<file path="src/rtl/sr_piso_tx.sv">
// -----------------------------------------------------------------------------
// sr_piso_tx -- parallel-in, serial-out shift-register transmitter.
//
// A WIDTH-bit word is accepted through a valid/ready handshake and sent out
// one bit per clock, starting in the cycle after the accepting edge. A word
// offered during the last bit of a frame is accepted on that edge, so
// consecutive frames follow each other with no idle cycle.
//
// Optional feature (compile-time macro SR_PISO_PARITY_EN):
//   appends an even-parity bit (XOR of the captured word) after the data bits.
//   With the macro undefined, no parity logic or register exists.
//
// Parameters:
//   WIDTH      data word width, 2..32
//   MSB_FIRST  1: bit WIDTH-1 goes out first; 0: bit 0 goes out first
//
// Ports:
//   clk         rising-edge clock
//   reset       asynchronous active-low reset
//   pi          parallel word, sampled only on the accepting edge
//   load_valid  upstream has a word on pi
//   load_ready  a word can be accepted this cycle (0 while in reset)
//   so          serial data bit (0 when idle)
//   so_valid    so carries a frame bit this cycle
//   so_last     so carries the final bit of the frame
//   busy        a frame is in progress (same as so_valid)
// -----------------------------------------------------------------------------
module sr_piso_tx #(
  parameter int unsigned WIDTH     = 4,
  parameter bit          MSB_FIRST = 1'b1
) (
  input  logic             clk,
  input  logic             reset,
  input  logic [WIDTH-1:0] pi,
  input  logic             load_valid,
  output logic             load_ready,
  output logic             so,
  output logic             so_valid,
  output logic             so_last,
  output logic             busy
);

  typedef enum logic {
    IDLE  = 1'b0,
    SHIFT = 1'b1
  } state_t;

`ifdef SR_PISO_PARITY_EN
  localparam int unsigned FRAME_LEN = WIDTH + 1;
`else
  localparam int unsigned FRAME_LEN = WIDTH;
`endif
  localparam int unsigned CW = $clog2(WIDTH + 2);
  localparam logic [CW-1:0] LAST_CNT = CW'(FRAME_LEN - 1);

  state_t           state_q, state_d;
  logic [WIDTH-1:0] sh_q, sh_d;
  logic [CW-1:0]    cnt_q, cnt_d;
`ifdef SR_PISO_PARITY_EN
  logic             parity_q, parity_d;
`endif

  logic in_shift;
  logic last_bit;
  logic load;
  logic data_bit;

  assign in_shift = (state_q == SHIFT);
  assign last_bit = in_shift && (cnt_q == LAST_CNT);

  // reset is folded in so nothing upstream sees a ready while we are held.
  assign load_ready = reset && (!in_shift || last_bit);
  assign load       = load_valid && load_ready;

  // NOTE: every always_comb output gets a default first so no path can leave
  // a variable unassigned, which would infer a latch.
  always_comb begin
    state_d  = state_q;
    sh_d     = sh_q;
    cnt_d    = cnt_q;
`ifdef SR_PISO_PARITY_EN
    parity_d = parity_q;
`endif
    if (load) begin
      // Also covers the end-of-frame reload that makes frames gapless.
      state_d  = SHIFT;
      sh_d     = pi;
      cnt_d    = '0;
`ifdef SR_PISO_PARITY_EN
      parity_d = ^pi;
`endif
    end else if (in_shift) begin
      if (last_bit) begin
        state_d = IDLE;
        sh_d    = '0;
        cnt_d   = '0;
      end else begin
        sh_d  = MSB_FIRST ? {sh_q[WIDTH-2:0], 1'b0} : {1'b0, sh_q[WIDTH-1:1]};
        cnt_d = cnt_q + 1'b1;
      end
    end
  end

  // NOTE: sequential state uses non-blocking assignments only, and every flop
  // is cleared by the asynchronous reset so outputs drop without a clock edge.
  always_ff @(posedge clk or negedge reset) begin
    if (!reset) begin
      state_q  <= IDLE;
      sh_q     <= '0;
      cnt_q    <= '0;
`ifdef SR_PISO_PARITY_EN
      parity_q <= 1'b0;
`endif
    end else begin
      state_q  <= state_d;
      sh_q     <= sh_d;
      cnt_q    <= cnt_d;
`ifdef SR_PISO_PARITY_EN
      parity_q <= parity_d;
`endif
    end
  end

  // The outgoing bit is always the register end that shifts out next; the
  // parity register takes over for the extra final bit.
  always_comb begin
    data_bit = MSB_FIRST ? sh_q[WIDTH-1] : sh_q[0];
`ifdef SR_PISO_PARITY_EN
    if (cnt_q == LAST_CNT) data_bit = parity_q;
`endif
  end

  assign so       = in_shift && data_bit;
  assign so_valid = in_shift;
  assign so_last  = last_bit;
  assign busy     = in_shift;

endmodule

</file>
<file path="config.mk">
export PLATFORM = sky130hd
export DESIGN_NAME = sr_piso_tx
export DESIGN_NICKNAME = d
export VERILOG_FILES = /design/src/rtl/sr_piso_tx.sv
export SDC_FILE = /design/constraint.sdc
export NUM_CORES = 1
export LEC_CHECK = 0
export ABC_AREA = 1
export CAP_MARGIN = 20
export CORE_AREA = 8 8 45 47
export DETAILED_ROUTE_END_ITERATION = 7
export DIE_AREA = 0 0 53 55
export SLEW_MARGIN = 20
export SYNTH_ARGS = -nofsm -noshare
export SYNTH_HDL_FRONTEND = slang
export SYNTH_SLANG_ARGS = --single-unit
</file>
<file path="constraint.sdc">
create_clock -name clk -period 1.6 [get_ports clk]
set_input_delay 0.4 -clock clk [delete_from_list [all_inputs] [get_ports clk]]
set_output_delay 0.4 -clock clk [all_outputs]
set_load 0.005 [all_outputs]
</file>
# After elaboration in Yosys (flattened, before gate mapping)
# Index checks and enable logic that the tools add are counted.
[op_classes]
addsub = 1
n_eq_ne = 1
mux = 9
reduce_logical = 7
[op_table]
columns = ["cell", "n"]
rows = [
  ["$mux W4", 3],
  ["$mux W3", 3],
  ["$logic_and A1 B1 Y1", 4],
  ["$add A3 B1 Y3 const B", 1],
  ["$eq A3 B2 Y1 const B", 1],
  ["$mux W1", 3],
  ["$reduce_bool A2 Y1", 1],
  ["$logic_not A1 Y1", 1],
  ["$logic_or A1 B1 Y1", 1],
]
[word_totals]
regBits = 8
in_bits = 7
out_inout_bits = 5
elab_cells = 21

# Longest topological paths before layout
[depth]
word_depth = 6
ltp_mapped = 6
ltp_nobuf = 6

# Least setup slack after synthesis
# OpenSTA, ideal clock, no wires.
[synth_timing]
path_kind = "reg2out"
start = "register cnt_q[0]"
end = "output load_ready"
arrival_time_ns = 0.863
required_time_ns = 1.200
path_slack_ns = 0.337
stages_incl_launch_ff = 6
path_buffers = 0
cell_sequence = "dfrtp_1 > ha_1 > nand2_2 > nand2_4 > inv_2 > nor2_1"
[synth_between]
elab_chain_len = 4
[synth_rtl]
columns = ["element", "line", "text"]
rows = [
  ["start: declaration", "58", "logic [CW-1:0] cnt_q, cnt_d;"],
  ["start signal: assignment", "117", "cnt_q <= cnt_d;"],
  ["$eq A3 B2 Y1", "69", "assign last_bit = in_shift && (cnt_q == LAST_CNT);"],
  ["$logic_and A1 B1 Y1", "69", ""],
  ["$logic_or A1 B1 Y1", "72", "assign load_ready = reset && (!in_shift || last_bit);"],
  ["$logic_and A1 B1 Y1", "72", ""],
  ["end: declaration", "36", "output logic load_ready,"],
]
# Every way passes these cells.

# Worst setup path in the final report
[layout_timing]
start = "register cnt_q[1]"
end = "output load_ready"
# Same word-level chain as after synthesis.

==> results.yml <==
timing:
  finalHoldViolCount: 0
  setup_tns_ns: 0
  rsz0062_at_grt: "true"
  fin_crit_sh_pct: 96.26
  skew_ns: 0.006376
  finalMaxSlewViolations: 0
  period_needed_ns: 1.540
  maxSlewHeadroom_pct: 80.97
  setup_violations: 0
  worstMarginPinSlew_ns: 0.2855
  max_freq_mhz: 649.3
floorplan:
  row_count: 14
  io_pins: 12
  fp.dieH_um: 55
  dieArea_um2: 2915
  coreArea_um2: 1384
  die_w_um: 53
  start_util_pct: 28.03
routing:
  drc: 0
  via_count: 360
  ant_nets: 0
  viasPerCell: 4.444
  drtIter0Drc: 12
  dr.pass1.iters: 5
  wl_per_cell_um: 10.47
  wl_um: 848
synth:
  syn_avg_cell_area_um2: 8.619
  netlist_area_um2: 387.9
  yosys_warnings: 0
  yosys-top-cells-area: "dfrtp_1 52%, nand2_1 14%, nand3_1 5.2%"
  synth_common_cells: "14 x nand2_1, 8 x dfrtp_1, 5 x inv_1"
  synth_cells: 45
  synth-async-reset-ratio_pct: 100.0
  synth_edf_count: 0
  synth_fp_nets: 53
  ys_ff_latch: 8
  yosys.area.top_type: "dfrtp_1"
  yosysSeqAreaShare_pct: 51.61
  synth-main-ff-cell: "dfrtp_1"
  synth_top_area_share_pct: 51.61
  synth_most_common_cell: "nand2_1"
  yosys.cell_types.count: 14
setup_path:
  worstReg2RegEnd: "sh_q[1]"
  worstReg2RegStart: "cnt_q[1]"
  reg2reg_depth: 6
  worstPathRequired_ns: 1.20
  critPathCaptureType: "primary output"
  setup.worst_path.class: "flop to primary output"
  worstPathArrival_ns: 1.14
  r2r_slack_ns: 0.49
  worstPathMaxFanout: 2
  worst_setup_path_start_kind: "flop"
clock_network:
  clk_pin_slew_ns: 0.06
  ctsHtreeMaxLevel: 1
  root_buffer: "clkbuf_4"
  cts_sinks: 8
  clk_path_buf_depth: 2
  clock_latency_ns: 0.25
  cts_tree: "yes"
  cts_buffers: 3
  hold_buffers: 0
final_layout:
  diodes: 0
  layout.cells.non_filler: 81
  drive_above_1_share_pct: 32.31
  area_growth_pct: 53.23
  layout.nets: 75
power:
  p_int_mw: 0.6023
  p_per_area_nw_per_um2: 1584
  seqPwrFrac_pct: 33.9
  p_leak_nw: 0.3060
  irDropWorstVdd_v: 0.0006409
  p_clk_share_pct: 16.4
  power_frac_comb_pct: 49.8
  p_sw_share_pct: 36.02
  switchingPower_mw: 0.3390
flow_run:
  maxCapViolations: 0
grt:
  grt_max_degree: 14
  grtUsageTotal_pct: 6.326
  grt.overflow.total: 0
  grt_pass1_wl_mm: 1.317
  antenna_found_initial: 0
  first_global_vias: 307
place:
  port_buffers: 11
  hpwlAfterDp_um: 665.2
  dp.cells: 77
  place_congestion: 0.7492
min_path:
  hold_class: "input pin to asynchronous set/reset pin"
run_status:
  outcome: "finished clean"
[metrics by stage]
step / worst slack, ns / hold slack [ns] / utilization [%] / power, mW / cell area, µm²
after floorplan: 0.3370 / 0.1044 / - / 0.5401 / 387.9
after global placement: -0.3808 / 0.4698 / 40.14 / 0.7673 / 555.5
after detailed placement: -0.3731 / 0.4794 / 40.14 / 0.7786 / 555.5
after CTS: 0.007763 / 0.2531 / 41.95 / 0.9279 / 580.6
after global routing: -0.002782 / 0.2586 / 42.95 / 1.029 / 594.3
final: 0.05977 / 0.2418 / 42.95 / 0.9413 / 594.3
[placed cells by master, fill, tap and decap left out, drive strengths merged, types with 3 or more instances in the layout]
master	count
buf	8
clkbuf	4
clkdlybuf4s50	5
dfrtp	8
dlygate4sd2	4
inv	6
nand2	16
nand3	5
nand4	3
[sequential cells by signal, indices dropped and copies added (netlist names)]
name	flops
sh_q	4
cnt_q	3
busy	1
[routing by layer]
metal / wire length [µm] / global-route usage [%] / up-vias
met1: 371 / 7.430 / 164
met2: 409 / 8.984 / 10
met5: 0 / 0 / -
li1: - / - / 184
met4: 17 / 6.466 / 0
met3: 50 / 1.604 / 2
[layout make-up]
cell class              instances  area [µm²]
inverters                       6       22.52
well taps                      16       20.02
fillers                       144       789.5
repair buffers                 18       147.6
multi-input cells              30       180.2
flip-flops and latches          8       201.4
clock buffers                   3       22.52
[worst max-delay path: stages, from the launching register on]
cell and delay (ns):
dfrtp_1 0.41, ha_4 0.18, nand2_4 0.06, nand2_4 0.04
inv_2 0.05, nor2_2 0.03, buf_2 0.11
[worst max-delay path by stage]
stage / slack (ns) / cells past startpoint / end / start
2_1_floorplan: 0.34 / 5 / load_ready / cnt_q[0]
3_3_place_gp: -0.38 / 4 / load_ready / reset
3_5_place_dp: -0.37 / 4 / load_ready / reset
4_1_cts: 0.008 / 4 / so_last / cnt_q[0]
5_1_grt: -0.003 / 6 / load_ready / cnt_q[1]
6_report: 0.06 / 6 / load_ready / cnt_q[1]
[what timing repair did]
item / 4_1_cts / 5_1_grt
gates resized for setup: 12 / 5
endpoints found under the hold margin: 0 / 0
pin swaps: 1 / 1
setup endpoints to repair: 5 / 2
buffers inserted: 1 / 0
[logic make-up after synthesis]
| family | synth area share, % |
|---|---|
| and+or+nand+nor | 32.58 |
| DFF | 51.61 |
| buffers and inverters | 7.742 |
| AOI/OAI and AO/OA | 4.839 |
| adders and majority gates | 3.225 |
[power by group through the flow]
stage	combinational [mW]	clock, mW	sequential (mW)
4_1_cts	0.459	0.161	0.307
3_3_place_gp	0.444	0	0.323
2_1_floorplan	0.213	0	0.327
6_report	0.468	0.154	0.319
5_1_grt	0.529	0.172	0.328
3_5_place_dp	0.454	0	0.324
Note: power is estimated with default switching activity, not from simulation.
